## config.mk

```make
export PLATFORM = sky130hd
export DESIGN_NAME = leaf_spine_uplink_flat
export DESIGN_NICKNAME = d
export VERILOG_FILES = /design/src/rtl/leaf_spine_uplink_if.sv /design/src/rtl/leaf_spine_uplink.sv /design/src/flat_wrapper.sv
export SDC_FILE = /design/constraint.sdc
export NUM_CORES = 1
export LEC_CHECK = 0
export ABC_AREA = 1
export BUFFER_PORTS_ARGS = -buffer_cell sky130_fd_sc_hd__buf_4
export CAP_MARGIN = 15
export CORE_ASPECT_RATIO = 0.5
export CORE_MARGIN = 2
export CORE_UTILIZATION = 30
export DETAILED_ROUTE_END_ITERATION = 16
export SLEW_MARGIN = 20
export SYNTH_ARGS = -nofsm -noshare
export SYNTH_HDL_FRONTEND = slang
export SYNTH_SLANG_ARGS = --single-unit
```

## constraint.sdc

```tcl
create_clock -name clk -period 5.5 [get_ports clk]
set_input_delay 0.55 -clock clk [delete_from_list [all_inputs] [get_ports clk]]
set_output_delay 0.55 -clock clk [all_outputs]
set_load 0.05 [all_outputs]
```

## src/rtl/leaf_spine_uplink_if.sv

```systemverilog
`default_nettype none
// ============================================================================
// leaf_spine_uplink_if : leaf-side TX/RX and spine-link signal bundle
// Revision: 1.0
// ============================================================================
interface leaf_spine_uplink_if #(
  parameter int NUM_SPINES = 4,
  parameter int DWIDTH     = 16
);
  logic [DWIDTH-1:0]            local_tx_data;
  logic                         local_tx_valid;
  logic                         local_tx_ready;
  logic [NUM_SPINES*DWIDTH-1:0] up_data;
  logic [NUM_SPINES-1:0]        up_valid;
  logic [NUM_SPINES-1:0]        spine_full;
  logic [NUM_SPINES*DWIDTH-1:0] down_data;
  logic [NUM_SPINES-1:0]        down_valid;
  logic [NUM_SPINES-1:0]        down_full;
  logic [DWIDTH-1:0]            local_rx_data;
  logic                         local_rx_valid;
  logic                         local_rx_ready;
  logic [7:0]                   rx_drop_count;
  logic [7:0]                   rx_misroute_count;

  modport master (
    output local_tx_data, local_tx_valid, spine_full, down_data, down_valid, local_rx_ready,
    input  local_tx_ready, up_data, up_valid, down_full, local_rx_data, local_rx_valid,
           rx_drop_count, rx_misroute_count
  );

  modport slave (
    input  local_tx_data, local_tx_valid, spine_full, down_data, down_valid, local_rx_ready,
    output local_tx_ready, up_data, up_valid, down_full, local_rx_data, local_rx_valid,
           rx_drop_count, rx_misroute_count
  );
endinterface
`default_nettype wire

```

## src/rtl/leaf_spine_uplink.sv

```systemverilog
`default_nettype none
// ============================================================================
// leaf_spine_uplink : round-robin TX spray onto spine links, RX merge to leaf
// Revision: 1.0
// ============================================================================
module leaf_spine_uplink #(
  parameter logic [3:0] GROUP_ID   = 4'b1000,
  parameter int         LEAF_ID    = 0,
  parameter int         NUM_SPINES = 4,
  parameter int         DWIDTH     = 16,
  parameter int         FIFO_DEPTH = 8
) (
  input  wire logic          clk,
  input  wire logic          reset,
  leaf_spine_uplink_if.slave bus
);
  localparam int               c_AW    = $clog2(FIFO_DEPTH);
  localparam int               c_SW    = (NUM_SPINES > 2) ? 2 : 1;
  localparam logic [1:0]       c_LEAF  = LEAF_ID[1:0];
  localparam logic [c_AW+1:0]  c_DEPTH = (c_AW+2)'(FIFO_DEPTH);

  function automatic logic [c_SW-1:0] f_wrap(input int v);
    return c_SW'(v % NUM_SPINES);
  endfunction

  function automatic logic [7:0] f_sat_add(input logic [7:0] cnt, input logic [NUM_SPINES-1:0] inc);
    int s;
    s = int'(cnt) + $countones(inc);
    return (s > 255) ? 8'd255 : 8'(s);
  endfunction

  // ---------------------------------------------------------------- TX path
  logic [DWIDTH-1:0]            r_tx_mem [FIFO_DEPTH];
  logic [c_AW:0]                r_tx_wr, r_tx_rd;
  logic                         r_stage_v;
  logic [DWIDTH-1:0]            r_stage;
  logic [c_SW-1:0]              r_tx_rr;
  logic [NUM_SPINES-1:0]        r_up_valid;
  logic [NUM_SPINES*DWIDTH-1:0] r_up_data;

  logic [c_AW:0]   w_tx_used;
  logic [c_AW+1:0] w_tx_count;
  logic            w_tx_full, w_tx_mem_empty, w_tx_push, w_tx_found, w_tx_go, w_stage_load;
  logic [c_SW-1:0] w_tx_sel;

  // The output stage register counts toward occupancy so ready reflects all held flits.
  assign w_tx_used      = r_tx_wr - r_tx_rd;
  assign w_tx_count     = {1'b0, w_tx_used} + {{(c_AW+1){1'b0}}, r_stage_v};
  assign w_tx_full      = (w_tx_count >= c_DEPTH);
  assign w_tx_mem_empty = (r_tx_wr == r_tx_rd);
  assign w_tx_push      = bus.local_tx_valid && bus.local_tx_ready;

  always_comb begin
    w_tx_found = 1'b0;
    w_tx_sel   = '0;
    for (int i = 0; i < NUM_SPINES; i++) begin
      if (!w_tx_found && !bus.spine_full[f_wrap(int'(r_tx_rr) + i)]) begin
        w_tx_found = 1'b1;
        w_tx_sel   = f_wrap(int'(r_tx_rr) + i);
      end
    end
  end

  assign w_tx_go      = r_stage_v && w_tx_found;
  assign w_stage_load = !w_tx_mem_empty && (!r_stage_v || w_tx_go);

  always_ff @(posedge clk) begin
    if (w_tx_push && !reset) begin
      r_tx_mem[r_tx_wr[c_AW-1:0]] <= bus.local_tx_data;
    end
  end

  always_ff @(posedge clk) begin
    if (reset) begin
      r_tx_wr    <= '0;
      r_tx_rd    <= '0;
      r_stage_v  <= 1'b0;
      r_stage    <= '0;
      r_tx_rr    <= '0;
      r_up_valid <= '0;
      r_up_data  <= '0;
    end else begin
      if (w_tx_push) begin
        r_tx_wr <= r_tx_wr + 1'b1;
      end
      if (w_stage_load) begin
        r_stage   <= r_tx_mem[r_tx_rd[c_AW-1:0]];
        r_tx_rd   <= r_tx_rd + 1'b1;
        r_stage_v <= 1'b1;
      end else if (w_tx_go) begin
        r_stage_v <= 1'b0;
      end
      r_up_valid <= '0;
      r_up_data  <= '0;
      if (w_tx_go) begin
        r_up_valid[w_tx_sel]                   <= 1'b1;
        r_up_data[w_tx_sel*DWIDTH +: DWIDTH]   <= r_stage;
        r_tx_rr                                <= f_wrap(int'(w_tx_sel) + 1);
      end
    end
  end

  assign bus.local_tx_ready = !w_tx_full && !reset;
  assign bus.up_valid       = r_up_valid;
  assign bus.up_data        = r_up_data;

  // ---------------------------------------------------------------- RX path
  logic [DWIDTH-1:0]     r_hold [NUM_SPINES];
  logic [NUM_SPINES-1:0] r_hold_v;
  logic [c_SW-1:0]       r_rx_rr;
  logic [DWIDTH-1:0]     r_rx_mem [FIFO_DEPTH];
  logic [c_AW:0]         r_rx_wr, r_rx_rd;
  logic [7:0]            r_drop_cnt, r_mis_cnt;

  logic                  w_rx_full, w_rx_empty, w_rx_pop, w_rx_found, w_drain;
  logic [c_SW-1:0]       w_rx_sel;
  logic [NUM_SPINES-1:0] w_mis, w_load, w_drop, w_drained;

  assign w_rx_empty = (r_rx_wr == r_rx_rd);
  assign w_rx_full  = (r_rx_wr[c_AW] != r_rx_rd[c_AW]) &&
                      (r_rx_wr[c_AW-1:0] == r_rx_rd[c_AW-1:0]);
  assign w_rx_pop   = !w_rx_empty && bus.local_rx_ready;

  always_comb begin
    w_rx_found = 1'b0;
    w_rx_sel   = '0;
    for (int i = 0; i < NUM_SPINES; i++) begin
      if (!w_rx_found && r_hold_v[f_wrap(int'(r_rx_rr) + i)]) begin
        w_rx_found = 1'b1;
        w_rx_sel   = f_wrap(int'(r_rx_rr) + i);
      end
    end
  end

  assign w_drain = w_rx_found && !w_rx_full;

  generate
    for (genvar k = 0; k < NUM_SPINES; k++) begin : g_link
      logic [DWIDTH-1:0] w_flit;
      logic              w_hit;
      assign w_flit       = bus.down_data[k*DWIDTH +: DWIDTH];
      assign w_hit        = (w_flit[15:12] == GROUP_ID) && (w_flit[11:10] == c_LEAF);
      assign w_drained[k] = w_drain && (w_rx_sel == c_SW'(k));
      // A register emptied by the merge this cycle can take a new flit in the same edge.
      assign w_mis[k]     = bus.down_valid[k] && !w_hit;
      assign w_load[k]    = bus.down_valid[k] && w_hit && (!r_hold_v[k] || w_drained[k]);
      assign w_drop[k]    = bus.down_valid[k] && w_hit && !w_load[k];
    end
  endgenerate

  always_ff @(posedge clk) begin
    if (w_drain && !reset) begin
      r_rx_mem[r_rx_wr[c_AW-1:0]] <= r_hold[w_rx_sel];
    end
  end

  always_ff @(posedge clk) begin
    if (reset) begin
      r_hold_v   <= '0;
      r_rx_rr    <= '0;
      r_rx_wr    <= '0;
      r_rx_rd    <= '0;
      r_drop_cnt <= '0;
      r_mis_cnt  <= '0;
      for (int k = 0; k < NUM_SPINES; k++) begin
        r_hold[k] <= '0;
      end
    end else begin
      for (int k = 0; k < NUM_SPINES; k++) begin
        if (w_load[k]) begin
          r_hold[k]   <= bus.down_data[k*DWIDTH +: DWIDTH];
          r_hold_v[k] <= 1'b1;
        end else if (w_drained[k]) begin
          r_hold_v[k] <= 1'b0;
        end
      end
      if (w_drain) begin
        r_rx_wr <= r_rx_wr + 1'b1;
        r_rx_rr <= f_wrap(int'(w_rx_sel) + 1);
      end
      if (w_rx_pop) begin
        r_rx_rd <= r_rx_rd + 1'b1;
      end
      r_drop_cnt <= f_sat_add(r_drop_cnt, w_drop);
      r_mis_cnt  <= f_sat_add(r_mis_cnt, w_mis);
    end
  end

  assign bus.down_full         = r_hold_v;
  assign bus.local_rx_data     = r_rx_mem[r_rx_rd[c_AW-1:0]];
  assign bus.local_rx_valid    = !w_rx_empty;
  assign bus.rx_drop_count     = r_drop_cnt;
  assign bus.rx_misroute_count = r_mis_cnt;
endmodule
`default_nettype wire

```

## src/flat_wrapper.sv

```systemverilog
// flat-port wrapper written by rule: the top's interface ports become plain ports
module leaf_spine_uplink_flat 
#(
  parameter logic [3:0] GROUP_ID   = 4'b1000,
  parameter int         LEAF_ID    = 0,
  parameter int         NUM_SPINES = 4,
  parameter int         DWIDTH     = 16,
  parameter int         FIFO_DEPTH = 8
)
  (clk, reset, bus_local_tx_data, bus_local_tx_valid, bus_spine_full, bus_down_data, bus_down_valid, bus_local_rx_ready, bus_local_tx_ready, bus_up_data, bus_up_valid, bus_down_full, bus_local_rx_data, bus_local_rx_valid, bus_rx_drop_count, bus_rx_misroute_count);
  leaf_spine_uplink_if #(.NUM_SPINES(NUM_SPINES), .DWIDTH(DWIDTH)) bus_i ();
  input  wire logic clk;
  input  wire logic reset;
  input wire logic [$bits(bus_i.local_tx_data)-1:0] bus_local_tx_data;
  input wire logic [$bits(bus_i.local_tx_valid)-1:0] bus_local_tx_valid;
  input wire logic [$bits(bus_i.spine_full)-1:0] bus_spine_full;
  input wire logic [$bits(bus_i.down_data)-1:0] bus_down_data;
  input wire logic [$bits(bus_i.down_valid)-1:0] bus_down_valid;
  input wire logic [$bits(bus_i.local_rx_ready)-1:0] bus_local_rx_ready;
  output wire logic [$bits(bus_i.local_tx_ready)-1:0] bus_local_tx_ready;
  output wire logic [$bits(bus_i.up_data)-1:0] bus_up_data;
  output wire logic [$bits(bus_i.up_valid)-1:0] bus_up_valid;
  output wire logic [$bits(bus_i.down_full)-1:0] bus_down_full;
  output wire logic [$bits(bus_i.local_rx_data)-1:0] bus_local_rx_data;
  output wire logic [$bits(bus_i.local_rx_valid)-1:0] bus_local_rx_valid;
  output wire logic [$bits(bus_i.rx_drop_count)-1:0] bus_rx_drop_count;
  output wire logic [$bits(bus_i.rx_misroute_count)-1:0] bus_rx_misroute_count;
  assign bus_i.local_tx_data = bus_local_tx_data;
  assign bus_i.local_tx_valid = bus_local_tx_valid;
  assign bus_i.spine_full = bus_spine_full;
  assign bus_i.down_data = bus_down_data;
  assign bus_i.down_valid = bus_down_valid;
  assign bus_i.local_rx_ready = bus_local_rx_ready;
  assign bus_local_tx_ready = bus_i.local_tx_ready;
  assign bus_up_data = bus_i.up_data;
  assign bus_up_valid = bus_i.up_valid;
  assign bus_down_full = bus_i.down_full;
  assign bus_local_rx_data = bus_i.local_rx_data;
  assign bus_local_rx_valid = bus_i.local_rx_valid;
  assign bus_rx_drop_count = bus_i.rx_drop_count;
  assign bus_rx_misroute_count = bus_i.rx_misroute_count;
  leaf_spine_uplink #(.GROUP_ID(GROUP_ID), .LEAF_ID(LEAF_ID), .NUM_SPINES(NUM_SPINES), .DWIDTH(DWIDTH), .FIFO_DEPTH(FIFO_DEPTH)) u_core (.clk(clk), .reset(reset), .bus(bus_i));
endmodule
```

==> summary.md <==
The worst setup path startpoint is u_core.r_tx_rd[2]. Timing analysis after detailed placement gives a worst setup slack of 1670 ps. Counting instances in the post-synthesis netlist gives the leading cell types as sky130_fd_sc_hd__nor2_1, sky130_fd_sc_hd__edfxtp_1, sky130_fd_sc_hd__nand2_1. The total power density per cell area is 489 mW/mm2.

TritonCTS built the clock tree. Clock latency on the worst-skew pair, taken at its later pin, is 550 ps. Clock tree synthesis inserted a total of 40 buffers. After clock tree synthesis, the repair step resized 0 gates. The startpoint identified for the worst register-to-register timing path is u_core.r_tx_rd[2].

The analysis attributes to cell leakage a power of 8.45 nW. The final period demand of the worst path was 3880 ps. Endpoint of the worst hold path: u_core.r_tx_mem[1][7]. STA classifies the critical path startpoint as a register.

The max-slew violation count came out at 0. The tools report the netlist area before placement as 0.0181 mm2. Mean number of vias per cell: 4.50.

The worst setup path is captured at an output port. The count of maximum capacitance violations is 0. Summing the sequential cell areas from Yosys gives 67.2% of the chip area. The total count of hold-check failures in the final report is 0, and the cell depth of the worst min-delay path is 1. sky130_fd_sc_hd__edfxtp_1 takes more of the synthesized area than any other cell.

The average instance in the mapped netlist occupies 10.6 um2. The endpoint arrival time on the critical path came out at 3330 ps. Number of buffers inserted for hold repair after clock tree synthesis: 0.

The die is 352 um wide. The core region is 0.0594 mm2. By area the synthesized netlist is led by sky130_fd_sc_hd__edfxtp_1, sky130_fd_sc_hd__dfxtp_1, sky130_fd_sc_hd__nor2_1. The run gives 0 as the number of antenna-violating nets in the routed design. Number of filler instances in the final layout: 5908. After detailed routing, the number of remaining DRC violations is 0. The final critical-path setup slack is 1620 ps, and the share of the synthesized area in the top cell type is 53.0%.

During I/O placement, the number of pins put on the boundary was 198. Pin count of the biggest net entering global routing: 69. At the worst endpoint, the required time is 4950 ps. The detailed-route via count is 12400.

The relative area change from synthesis to final layout is 20.4%. The number of setup buffers added after CTS is 0. Once detailed placement completed, the half-perimeter wirelength came to 27.9 mm. Launch instance of the worst min-delay path: bus_local_tx_data[7]. The clock tree synthesis step divided the H-tree into 2 levels.

IR analysis of the VDD net gives a maximum drop of 0.312 mV. Clock-pin slew was measured on the worst setup and hold paths at 70 ps. Setup repair after global routing left no endpoint under its margin.

After detailed routing, the total wire length is 42.8 mm. The logs give 258 MHz for the maximum operating frequency and 36.7% for the post-layout utilization of the core. In the final layout, the share of cells above drive strength 1 is 17.4%.

Library cell used as clock root buffer: sky130_fd_sc_hd__clkbuf_16. Summed over all failing endpoints, the final setup total negative slack is 0 ps. Along the worst path, the maximum fanout reaches 19. The flow ran to the end, and the final reports show no timing, DRC or antenna violations.

The die covers 0.0625 mm2. The dominant synthesized flop cell is sky130_fd_sc_hd__edfxtp_1. The most common cell in the synthesized netlist is sky130_fd_sc_hd__nor2_1.

Number of antenna violations at the first check in global routing: 0. Once the floorplan was initialized, standard cells occupied 30.5% of the core. The first detailed-routing pass ran for 5 iterations.

In this run the deepest clock path goes through 3 buffers. The worst register-to-register path has a depth of 12. The number of antenna diodes is 0. The share of async-settable or async-resettable flops after synthesis came out at 0%. The worst pin sits at a relative slew slack of 30.4%. Row generation in the floorplan step produced 63 rows. The wire length per cell after detailed routing is 15.5 um. The total cell area at the placement stage came out at 0.0206 mm2. The vertical die dimension came out at 178 um. For this run, the post-layout net count is 2035. The number of violations reported at the end of detailed-routing iteration 0 is 872, and the count of input and output buffers is 197. The critical register-to-register path endpoint is u_core.r_tx_mem[2][12]. The worst setup path is of the reg2out kind. The tools report the via count of the first global-routing pass as 11400. The min-delay analysis places its worst path in the category in2reg. The number of sinks handled by clock tree synthesis is 448, and the number of synthesized register bits is 448. Final-report setup violation count: 0.

After layout, the worst path uses 70.5% of the clock period. Routability-driven placement finished with a final weighted congestion of 0.801. For the final database, setup skew stands at 18.1 ps.

In this run, synthesis inferred 320 flip-flops with an integrated enable. After global routing the overflow that remains totals 0. The total global-route track usage is 13.5%. The worst-margin pin slew is 1040 ps, and the first-pass GRT wire length is 65.2 mm.

The design area was 0.0218 mm2. For this run, the number of Yosys warnings is 0. The run gives 1706 as the post-synthesis cell count. The logs give 1670 ps for the setup slack of the most critical reg-to-reg path and 40 for the count of unique library cells instantiated by Yosys.
layout make-up:
class                   count  area [um2]  share of cell area, %
repair buffers            223        1670                   7.67
multi-input cells        1064        5180                   23.7
well taps                 812        1020                   4.66
inverters                 138         523                   2.40
clock buffers              51        1080                   4.96
clock inverters            20         168                  0.769
flip-flops and latches    448       12200                   55.8
sequential cells by signal, indices dropped and copies added, names as in the netlist, named ones only:
| register | count |
|---|---|
| u_core.r_rx_rd | 4 |
| u_core.bus.rx_misroute_count | 8 |
| u_core.r_stage_v | 1 |
| u_core.bus.down_full | 4 |
| u_core.r_rx_mem | 128 |
| u_core.bus.rx_drop_count | 8 |
| u_core.bus.up_valid | 4 |
| u_core.r_tx_wr | 4 |
| u_core.r_hold | 64 |
| u_core.r_rx_wr | 4 |
| u_core.r_tx_rd | 4 |
| u_core.r_rx_rr | 2 |
| u_core.r_tx_mem | 128 |
| u_core.r_stage | 16 |
| u_core.r_tx_rr | 2 |
| u_core.bus.up_data | 64 |
kinds of logic after synthesis:
group | after synthesis | synth area share [%]
buf+inv | 213 | 4.86
other cells | 1 | 0.0207
compound gates | 273 | 8.04
flops | 448 | 67.2
fa+ha+maj | 28 | 2.22
simple gates | 728 | 17.0
xor+xnor | 15 | 0.725
placed cells by master, fill, tap and decap left out, types with 5 or more instances in the layout:
cell / netlist / routed
sky130_fd_sc_hd__a31oi_1: 18 / 18
sky130_fd_sc_hd__nand2_1: 255 / 255
sky130_fd_sc_hd__nand4_1: 21 / 21
sky130_fd_sc_hd__xor2_1: 9 / 9
sky130_fd_sc_hd__clkinv_2: 0 / 6
sky130_fd_sc_hd__clkbuf_1: 52 / 7
sky130_fd_sc_hd__dfxtp_1: 128 / 126
sky130_fd_sc_hd__nor3_2: 0 / 8
sky130_fd_sc_hd__inv_1: 130 / 130
sky130_fd_sc_hd__nor2_4: 5 / 5
sky130_fd_sc_hd__a21oi_1: 40 / 40
sky130_fd_sc_hd__nand2_2: 11 / 11
sky130_fd_sc_hd__nor3_1: 14 / 6
sky130_fd_sc_hd__fa_1: 7 / 7
sky130_fd_sc_hd__clkbuf_16: 0 / 40
sky130_fd_sc_hd__edfxtp_1: 320 / 320
sky130_fd_sc_hd__o21ai_0: 162 / 162
sky130_fd_sc_hd__o22ai_1: 48 / 48
sky130_fd_sc_hd__nand3_2: 8 / 8
sky130_fd_sc_hd__ha_1: 21 / 21
sky130_fd_sc_hd__nand3_1: 43 / 43
sky130_fd_sc_hd__buf_4: 6 / 223
sky130_fd_sc_hd__clkinv_1: 2 / 9
sky130_fd_sc_hd__conb_1: 1 / 20
sky130_fd_sc_hd__nor2_1: 346 / 346
sky130_fd_sc_hd__nor2_2: 12 / 12
sky130_fd_sc_hd__xnor2_1: 6 / 6
metrics by stage:
stage / power (W) / hold WS [ps] / instances
4_1_cts: 0.0108 / 203 / 2756
3_3_place_gp: 0.00801 / 461 / 2685
5_1_grt: 0.0113 / 203 / 2756
6_report: 0.0107 / 237 / 2756
3_5_place_dp: 0.00804 / 468 / 2685
2_1_floorplan: 0.00695 / 446 / 1725
where the power goes:
part | internal (W) | leakage [nW] | switching (W)
sequential | 0.00404 | 4.01 | 0.000193
combinational | 0.000984 | 3.82 | 0.00273
clock | 0.00150 | 0.618 | 0.00123
worst max-delay path by stage:
| stage | to | slack, ps | cells past startpoint |
|---|---|---|---|
| after CTS | bus_local_tx_ready | 1550 | 10 |
| after detailed placement | u_core.r_tx_mem[2][14] | 1670 | 12 |
| final | bus_local_tx_ready | 1620 | 10 |
| after global placement | u_core.r_tx_mem[6][13] | 1730 | 12 |
| after global routing | u_core.r_tx_mem[2][12] | 1240 | 12 |
| after floorplan | u_core.r_tx_mem[6][0] | 1640 | 13 |
worst max-delay path, cell delays in order, from the launching register on:
cell and delay (ps):
sky130_fd_sc_hd__dfxtp_1 720, sky130_fd_sc_hd__clkinv_1 660, sky130_fd_sc_hd__ha_1 540, sky130_fd_sc_hd__a21oi_1 210, sky130_fd_sc_hd__nand2_1 70, sky130_fd_sc_hd__nand2_1 90, sky130_fd_sc_hd__nand2_1 60, sky130_fd_sc_hd__nand2_1 60
sky130_fd_sc_hd__nand3_1 100, sky130_fd_sc_hd__inv_1 90, sky130_fd_sc_hd__buf_4 200
layer usage:
metal / vias up / routed length (um) / global-route usage (%)
met5: - / 0 / 0
met4: 0 / 813 / 3.35
met3: 54 / 1840 / 2.58
met2: 223 / 21800 / 23.8
met1: 5956 / 18300 / 16.9
li1: 6166 / - / -
Note: power is estimated with default switching activity, not from simulation.
